<file path="config.mk">
export PLATFORM = sky130hd
export DESIGN_NAME = lcd_spi_arbiter
export DESIGN_NICKNAME = d
export VERILOG_FILES = /design/src/rtl/lcd_pkg.sv /design/src/rtl/lcd_spi_tx.sv /design/src/rtl/lcd_spi_arbiter.sv
export SDC_FILE = /design/constraint.sdc
export NUM_CORES = 1
export LEC_CHECK = 0
export ABC_CLOCK_PERIOD_IN_PS = 3100
export CORE_MARGIN = 2
export CORE_UTILIZATION = 54
export CTS_CLUSTER_DIAMETER = 30
export CTS_CLUSTER_SIZE = 25
export DETAILED_ROUTE_END_ITERATION = 10
export PLACE_DENSITY_LB_ADDON = 0.25
export SETUP_SLACK_MARGIN = 0.2
export SLEW_MARGIN = 10
export SYNTH_ARGS = -nofsm -noshare
export SYNTH_HDL_FRONTEND = slang
export SYNTH_SLANG_ARGS = --single-unit
</file>
<file path="constraint.sdc">
create_clock -name clk -period 3.1 [get_ports clk]
set_clock_uncertainty 0.15 [all_clocks]
set_input_delay 0.62 -clock clk [delete_from_list [all_inputs] [get_ports clk]]
set_output_delay 0.62 -clock clk [all_outputs]
set_load 0.02 [all_outputs]
</file>
<file path="src/rtl/lcd_pkg.sv">
`default_nettype none
// ============================================================================
// Module   : lcd_pkg
// Purpose  : Shared state encoding, grant and D/C constants for the LCD SPI
//            arbiter and its serializer.
// Revision : 1.0 - initial release
// ============================================================================
package lcd_pkg;

    typedef enum logic [1:0] {
        ST_IDLE  = 2'd0,
        ST_SHIFT = 2'd1,
        ST_GAP   = 2'd2
    } lcd_state_t;

    localparam logic [1:0] GNT_NONE = 2'd3;
    localparam logic       DC_CMD   = 1'b0;
    localparam logic       DC_DATA  = 1'b1;

    // Fixed priority: channel 0 wins, GNT_NONE when nobody asks.
    function automatic logic [1:0] pick_lowest(input logic [2:0] req);
        if (req[0]) begin
            return 2'd0;
        end else if (req[1]) begin
            return 2'd1;
        end else if (req[2]) begin
            return 2'd2;
        end
        return GNT_NONE;
    endfunction

endpackage
`default_nettype wire

</file>
<file path="src/rtl/lcd_spi_tx.sv">
`default_nettype none
// ============================================================================
// Module   : lcd_spi_tx
// Purpose  : 8-bit MSB-first SCL/SDA serializer with post-word idle gap.
// Revision : 1.0 - initial release
// ============================================================================
module lcd_spi_tx
    import lcd_pkg::*;
#(
    parameter int HALF_DIV   = 1,
    parameter int GAP_CYCLES = 50
) (
    input  logic       clk,
    input  logic       rst_n_in,
    input  logic       load,
    input  logic [7:0] data,
    output logic       done,
    output logic       lcd_clk_out,
    output logic       lcd_data_out
);

    localparam logic [7:0]  c_div_last = 8'(HALF_DIV - 1);
    localparam logic [15:0] c_gap_last = 16'(GAP_CYCLES - 1);
    localparam bit          c_has_gap  = (GAP_CYCLES != 0);

    lcd_state_t  r_state, w_state_nxt;
    logic [7:0]  r_div,   w_div_nxt;
    logic [2:0]  r_bit,   w_bit_nxt;
    logic        r_high,  w_high_nxt;
    logic [15:0] r_gap,   w_gap_nxt;
    logic [7:0]  r_shreg, w_shreg_nxt;
    logic        r_scl,   w_scl_nxt;
    logic        r_sda,   w_sda_nxt;

    always_ff @(posedge clk or negedge rst_n_in) begin
        if (!rst_n_in) begin
            r_state <= ST_IDLE;
            r_div   <= '0;
            r_bit   <= '0;
            r_high  <= 1'b0;
            r_gap   <= '0;
            r_shreg <= '0;
            r_scl   <= 1'b0;
            r_sda   <= 1'b0;
        end else begin
            r_state <= w_state_nxt;
            r_div   <= w_div_nxt;
            r_bit   <= w_bit_nxt;
            r_high  <= w_high_nxt;
            r_gap   <= w_gap_nxt;
            r_shreg <= w_shreg_nxt;
            r_scl   <= w_scl_nxt;
            r_sda   <= w_sda_nxt;
        end
    end

    always_comb begin
        w_state_nxt = r_state;
        w_div_nxt   = r_div;
        w_bit_nxt   = r_bit;
        w_high_nxt  = r_high;
        w_gap_nxt   = r_gap;
        w_shreg_nxt = r_shreg;
        w_scl_nxt   = r_scl;
        w_sda_nxt   = r_sda;
        done        = 1'b0;
        case (r_state)
            ST_IDLE: begin
                if (load) begin
                    w_state_nxt = ST_SHIFT;
                    w_shreg_nxt = data;
                    w_sda_nxt   = data[7];
                    w_scl_nxt   = 1'b0;
                    w_div_nxt   = '0;
                    w_bit_nxt   = 3'd7;
                    w_high_nxt  = 1'b0;
                end
            end
            ST_SHIFT: begin
                if (r_div == c_div_last) begin
                    w_div_nxt = '0;
                    if (!r_high) begin
                        w_high_nxt = 1'b1;
                        w_scl_nxt  = 1'b1;
                    end else begin
                        w_high_nxt = 1'b0;
                        w_scl_nxt  = 1'b0;
                        if (r_bit == 3'd0) begin
                            w_sda_nxt = 1'b0;
                            if (c_has_gap) begin
                                w_state_nxt = ST_GAP;
                                w_gap_nxt   = '0;
                            end else begin
                                w_state_nxt = ST_IDLE;
                                done        = 1'b1;
                            end
                        end else begin
                            // Next bit is already sitting at shreg[6].
                            w_bit_nxt   = r_bit - 3'd1;
                            w_sda_nxt   = r_shreg[6];
                            w_shreg_nxt = {r_shreg[6:0], 1'b0};
                        end
                    end
                end else begin
                    w_div_nxt = r_div + 8'd1;
                end
            end
            ST_GAP: begin
                if (r_gap == c_gap_last) begin
                    w_state_nxt = ST_IDLE;
                    w_gap_nxt   = '0;
                    done        = 1'b1;
                end else begin
                    w_gap_nxt = r_gap + 16'd1;
                end
            end
            default: begin
                w_state_nxt = ST_IDLE;
            end
        endcase
    end

    assign lcd_clk_out  = r_scl;
    assign lcd_data_out = r_sda;

endmodule
`default_nettype wire

</file>
<file path="src/rtl/lcd_spi_arbiter.sv">
`default_nettype none
// ============================================================================
// Module   : lcd_spi_arbiter
// Purpose  : Three-channel fixed-priority, burst-locking arbiter feeding one
//            LCD SPI serializer.
// Revision : 1.0 - initial release
// ============================================================================
module lcd_spi_arbiter
    import lcd_pkg::*;
#(
    parameter int HALF_DIV   = 1,
    parameter int GAP_CYCLES = 50
) (
    input  logic       clk,
    input  logic       rst_n_in,
    input  logic       req_0,
    input  logic [8:0] word_0,
    input  logic       last_0,
    output logic       ack_0,
    input  logic       req_1,
    input  logic [8:0] word_1,
    input  logic       last_1,
    output logic       ack_1,
    input  logic       req_2,
    input  logic [8:0] word_2,
    input  logic       last_2,
    output logic       ack_2,
    output logic [1:0] gnt,
    output logic       busy,
    output logic       lcd_dc_out,
    output logic       lcd_clk_out,
    output logic       lcd_data_out
);

    logic [1:0] r_gnt;
    logic [2:0] r_ack;
    logic [7:0] r_word;
    logic       r_dc;
    logic       r_load;
    logic       r_wait;
    logic       r_armed;

    logic [1:0] w_sel;
    logic       w_sel_req;
    logic       w_sel_last;
    logic [8:0] w_sel_word;
    logic       w_capture;
    logic       w_tx_done;

    // A held lock pins the selection to its owner; otherwise fixed priority.
    assign w_sel = (r_gnt == GNT_NONE) ? pick_lowest({req_2, req_1, req_0}) : r_gnt;

    always_comb begin
        w_sel_req  = 1'b0;
        w_sel_last = 1'b0;
        w_sel_word = '0;
        case (w_sel)
            2'd0: begin
                w_sel_req  = req_0;
                w_sel_last = last_0;
                w_sel_word = word_0;
            end
            2'd1: begin
                w_sel_req  = req_1;
                w_sel_last = last_1;
                w_sel_word = word_1;
            end
            2'd2: begin
                w_sel_req  = req_2;
                w_sel_last = last_2;
                w_sel_word = word_2;
            end
            default: begin
                w_sel_req = 1'b0;
            end
        endcase
    end

    // r_armed keeps the first post-reset edge from capturing.
    assign w_capture = r_armed & ~r_wait & w_sel_req;

    always_ff @(posedge clk or negedge rst_n_in) begin
        if (!rst_n_in) begin
            r_armed <= 1'b0;
            r_wait  <= 1'b0;
            r_load  <= 1'b0;
            r_gnt   <= GNT_NONE;
            r_ack   <= '0;
            r_word  <= '0;
            r_dc    <= DC_CMD;
        end else begin
            r_armed <= 1'b1;
            r_ack   <= '0;
            r_load  <= 1'b0;
            if (w_tx_done) begin
                r_wait <= 1'b0;
            end
            if (w_capture) begin
                r_ack  <= 3'b001 << w_sel;
                r_word <= w_sel_word[7:0];
                r_dc   <= w_sel_word[8];
                r_load <= 1'b1;
                r_wait <= 1'b1;
                r_gnt  <= w_sel_last ? GNT_NONE : w_sel;
            end
        end
    end

    lcd_spi_tx #(
        .HALF_DIV   (HALF_DIV),
        .GAP_CYCLES (GAP_CYCLES)
    ) u_tx (
        .clk          (clk),
        .rst_n_in     (rst_n_in),
        .load         (r_load),
        .data         (r_word),
        .done         (w_tx_done),
        .lcd_clk_out  (lcd_clk_out),
        .lcd_data_out (lcd_data_out)
    );

    assign ack_0      = r_ack[0];
    assign ack_1      = r_ack[1];
    assign ack_2      = r_ack[2];
    assign gnt        = r_gnt;
    assign busy       = r_wait;
    assign lcd_dc_out = r_dc;

endmodule
`default_nettype wire

</file>
Word-level counts from Yosys, hierarchy flattened
Cells that the tools add are included.
{"block": "word_totals", "regBits": 55, "in_bits": 35, "out_inout_bits": 9, "wordCells": 97}
{"block": "classes", "n_addsub": 3, "eq_ne": 12, "n_shift": 1, "n_mux": 51, "bitwise": 3, "reduce_logical": 13}
{"operator": "$mux 16", "count": 4}
{"operator": "$pmux 16 s2", "count": 1}
{"operator": "$mux 7", "count": 4}
{"operator": "$pmux 9 s3", "count": 1}
{"operator": "$mux 2", "count": 11}
{"operator": "$add 16x1->16 const B", "count": 1}
{"operator": "$eq 16x6->1 const B", "count": 1}
{"operator": "$mux 8", "count": 2}
{"operator": "$pmux 8 s2", "count": 1}
{"operator": "$mux 1", "count": 15}
{"operator": "$mux 3", "count": 5}
{"operator": "$pmux 7 s2", "count": 1}
{"operator": "$reduce_and 5->1", "count": 2}
{"operator": "$add 8x1->8 const B", "count": 1}
{"operator": "$logic_not 8->1", "count": 1}
{"operator": "$ne 2x1->1 const B", "count": 4}
{"operator": "$reduce_and 4->1", "count": 2}
{"operator": "$eq 2x2->1 const B", "count": 3}
{"operator": "$pmux 1 s3", "count": 2}
{"operator": "$pmux 2 s3", "count": 1}
{"operator": "$pmux 3 s2", "count": 1}
{"operator": "$reduce_bool 2->1", "count": 3}
{"operator": "$eq 2x1->1 const B", "count": 2}
{"operator": "$logic_not 2->1", "count": 2}
{"operator": "9 further kinds", "count": 12}

Logic depth before layout (Yosys ltp)
{"block": "logic_depth", "word_depth": 9, "mapped_depth": 8, "depth_no_buf": 7}

Hierarchy
From an unflattened synthesis, not the netlist that was laid out.
{"block": "hier_totals", "cells_unflattened": 306, "area_unflattened_um2": 3064.2}
{"mod": "lcd_spi_tx", "n_inst": 1, "cells_each": 216, "area_each_um2": 2128.3, "seq_area_each_um2": 950.9}
{"mod": "lcd_spi_arbiter", "n_inst": 1, "cells_each": 90, "area_each_um2": 935.9, "seq_area_each_um2": 427.9}

Least setup slack after synthesis
Ideal clock, no wire load.
{"block": "synth_timing", "path_kind": "reg-to-reg", "startpoint": "register r_gnt[0] (netlist: gnt[0])", "endpoint": "register r_word[3]", "setup_time_ns": 0.126, "arrival_time_ns": 2.081, "required_time_ns": 2.824, "slack_ns": 0.743, "stages_incl_launch_ff": 8, "n_path_buf": 2, "period_less_slack_ns": 2.357, "cell_sequence": "dfstp_2 -> clkbuf_1 -> o21ai_1 -> nand2_1 -> clkbuf_1 -> mux2_2 -> a221oi_1 -> nor2_1"}
{"block": "synth_between", "elab_chain_cells": 5, "elab_cells_between_ends": 8, "classes_between": "3 x eq/ne; 3 x mux; 1 x bitwise; 1 x reduce/logical"}
{"element": "start, declared", "line_no": "lcd_spi_arbiter.sv:35", "source": "logic [1:0] r_gnt;"}
{"element": "start signal, assigned", "line_no": "lcd_spi_arbiter.sv:104", "source": "r_gnt <= w_sel_last ? GNT_NONE : w_sel;"}
{"element": "$eq 2x2->1", "line_no": "lcd_spi_arbiter.sv:51", "source": "assign w_sel = (r_gnt == GNT_NONE) ? pick_lowest({req_2, req_1, req_0}) : r_gnt;"}
{"element": "$mux 2 (*)", "line_no": "lcd_spi_arbiter.sv:51"}
{"element": "$eq 2x2->1 (tied with other cells)", "line_no": "lcd_spi_arbiter.sv:57", "source": "case (w_sel)"}
{"element": "$pmux 1 s3", "line_no": "lcd_spi_arbiter.sv:57"}
{"element": "$and 1x1->1", "line_no": "lcd_spi_arbiter.sv:80", "source": "assign w_capture = r_armed & ~r_wait & w_sel_req;"}
{"element": "end signal, assigned", "line_no": "lcd_spi_arbiter.sv:100", "source": "r_word <= w_sel_word[7:0];"}
{"element": "end, declared", "line_no": "lcd_spi_arbiter.sv:37", "source": "logic [7:0] r_word;"}
Mark *: on every way between the ends. The rest lies on a longest branch, timed or not.
A chain may end at the register's enable or synchronous reset.

Worst setup path after layout
{"block": "layout_timing", "startpoint": "register u_tx.r_gap[1]", "endpoint": "register u_tx.r_gap[3]"}
{"block": "layout_between", "elab_chain_cells": 3, "elab_cells_between_ends": 4, "classes_between": "1 x add/sub; 1 x eq/ne; 2 x mux"}
{"element": "start, declared", "line_no": "lcd_spi_tx.sv:30", "source": "logic [15:0] r_gap, w_gap_nxt;"}
{"element": "start signal, assigned", "line_no": "lcd_spi_tx.sv:50", "source": "r_gap <= w_gap_nxt;"}
{"element": "$add 16x1->16 / $eq 16x6->1 (equally long branches)", "line_no": "lcd_spi_tx.sv:114, lcd_spi_tx.sv:109"}
{"element": "$mux 16 (*)", "line_no": "lcd_spi_tx.sv:109", "source": "if (r_gap == c_gap_last) begin"}
{"element": "$pmux 16 s2 (*)", "line_no": "lcd_spi_tx.sv:67", "source": "case (r_state)"}
Marked as above.

==> impl_metrics.json <==
{
  "num_rows": 26,
  "synth_warnings": 0,
  "postCtsSetupBuffers": 0,
  "synth.cell_area_um2": 2940,
  "path_cells": "inv_1, ha_1, or3b_2, o41ai_4, buf_4, nor2_1, o21ai_1, o31ai_1",
  "holdWs_ns": 0.178,
  "start_util": 0.567,
  "synthFlopType": "dfrtp_1",
  "yosys-top-cells-count": "dfrtp_1, nand2_1, nor2_1",
  "seq_area_frac_synth": 0.470,
  "syn_avg_cell_area_um2": 9.35,
  "drt_iter0_drc": 179,
  "dp_slack_ns": 0.492,
  "slew_headroom": 0.340,
  "endpoint_kind": "register",
  "clk_pin_slew_ns": 0.10,
  "overflow": 0,
  "first_pass_iters": 4,
  "clock_path_buffers": 2,
  "fillers": 393,
  "cts.sinks": 55,
  "rsz0062_at_grt": "false",
  "postRouteAntennaNets": 0,
  "track_usage": 0.222,
  "io_buffers": 43,
  "post-route-min-period_ns": 2.52,
  "antenna_cells": 0,
  "max_clock_freq_mhz": 396,
  "routed_wire_length_per_instance_um": 14.6,
  "ctsResizeCount": 0,
  "place.gp.congestion": 0.862,
  "cp-start-kind": "register",
  "synth_enable_flop_cells": 0,
  "crit_type": "register to register",
  "yosysUniqueCellTypes": 51,
  "insertion_delay_ns": 0.31,
  "worstSetupStartpoint": "u_tx.r_gap[1]",
  "die_w_um": 77.7,
  "dieArea_um2": 6040,
  "outcome": "finished, final reports clean",
  "fin_area_um2": 3550,
  "nets": 400,
  "h-tree-depth": 2,
  "hold_path.class": "input pin to asynchronous set/reset pin",
  "detail_route.vias_per_cell": 5.80,
  "cpMaxStageDelayCell": "o41ai_4",
  "drcViolationCount": 0,
  "cts_hold_buf": 0,
  "async_reset_ff_frac": 1.00,
  "timing.final.crit_share": 0.814,
  "setup_viol": 0,
  "synth.area.top_cells": "dfrtp_1, nand2_1, nor2_1",
  "tightest_slew_ns": 0.987,
  "ys_seq_elements": 55,
  "dp_hpwl_um": 4640,
  "hold_viol": 0,
  "worstPathArrival_ns": 2.57,
  "synth_nets": 355,
  "syn_inst": 314,
  "reg2reg_from": "u_tx.r_gap[1]",
  "crit_buf_inv": 2,
  "cp_top_family": "compound AO/OA/AOI/OAI gates",
  "peakVddDrop_mv": 0.483,
  "yosysMostFrequentCell": "dfrtp_1",
  "worstPathMaxFanout": 8,
  "power.leakage_nw": 1.54,
  "area_growth_pct": 20.8,
  "grt_pass1_wl_um": 10800,
  "drive_above_1_share": 0.0750,
  "synth_top_cell_area_share": 0.452,
  "multiInputGateArea_um2": 1450,
  "die_y_um": 77.7,
  "critPathMaxStageDelay_ns": 0.59,
  "max_cap_viol_count": 0,
  "fin_ws_ns": 0.577,
  "grt_max_degree": 32,
  "clockRootBuffer": "clkbuf_8",
  "core-area_um2": 5170,
  "io_pins": 44,
  "totalNegativeSetupSlack_ns": 0,
  "dr_total_vias": 2492,
  "power.density_nw_per_um2": 648,
  "totalWireLength_um": 6290,
  "place_area_um2": 3440,
  "synth_top_area_cell": "dfrtp_1",
  "register_area_um2": 1380,
  "slew_viol_final": 0,
  "cts_tree": "yes",
  "worst_ep_required_time_ns": 3.14,
  "grt_pass1_vias": 2414,
  "cts_buffers": 5,
  "antenna_found_initial": 0
}
per-stage QoR:
step,cells,util,power [W]
after floorplan,314,-,0.00156
after global placement,422,0.664,0.00181
after detailed placement,422,0.664,0.00184
after CTS,430,0.686,0.00232
after global routing,430,0.686,0.00245
final,430,0.686,0.00230
layout by cell type, fill, tap and decap left out, drive strengths merged, types with 4 or more instances in the layout:
cell / instances
a21o: 4
a21oi: 7
a22o: 7
a31oi: 12
and2: 4
and3: 4
buf: 8
clkbuf: 6
clkdlybuf4s50: 42
dfrtp: 53
ha: 6
inv: 11
mux2i: 10
nand2: 37
nand2b: 4
nand3: 21
nand4: 6
nor2: 31
nor2b: 4
nor4: 4
o21a: 6
o21ai: 31
xor2: 5
state kept, by name, summed over array words and instances (netlist names):
signal	cells
u_tx.r_state	2
u_tx.lcd_data_out	1
u_tx.r_high	1
lcd_dc_out	1
r_armed	1
r_ack	3
u_tx.r_div	8
u_tx.r_shreg	7
gnt	2
r_load	1
busy	1
u_tx.r_bit	3
r_word	8
u_tx.r_gap	16
cell families after synthesis:
| logic type | synth area share |
|---|---|
| compound gates | 0.195 |
| xor+xnor | 0.0149 |
| fa+ha+maj | 0.0256 |
| buf+inv | 0.0350 |
| flops | 0.470 |
| mux | 0.0456 |
| other cells | 0.00128 |
| simple gates | 0.213 |
worst register-to-register path: stages (launching register included):
cell and delay (ns):
dfrtp_1 0.42, inv_1 0.08, ha_1 0.14, or3b_2 0.49, o41ai_4 0.59, buf_4 0.26
nor2_1 0.06, o21ai_1 0.13, o31ai_1 0.09
worst paths after layout:
kind	cells past startpoint	slack (ns)	end
setup reg to reg	8	0.58	u_tx.r_gap[3]
min in group clk	1	0.34	u_tx.r_gap[15]
hold / removal	1	0.18	u_tx.r_div[2]
hold reg to reg	1	0.34	u_tx.r_gap[15]
max in group asynchronous	2	1.90	gnt[0]
setup / recovery	8	0.58	u_tx.r_gap[3]
layer usage:
layer	vias up	routed length, um	track usage
met5	-	0	0
met4	0	86	0.0839
met3	9	348	0.0465
met2	86	3010	0.359
met1	1168	2850	0.295
li1	1229	-	-
final cells by class:
type | count | share of cell area
tap | 70 | 0.0247
sequential | 55 | 0.389
inverter | 10 | 0.0106
clock buffer | 6 | 0.0205
timing repair buffer | 50 | 0.135
multi-input combinational | 237 | 0.410
clock inverter | 2 | 0.0109
power breakdown:
part / internal, W / switching (W)
registers: 0.000880 / 0.000140
logic: 0.000363 / 0.000438
clock network: 0.000244 / 0.000235
Power figures use the tool's default switching activity.
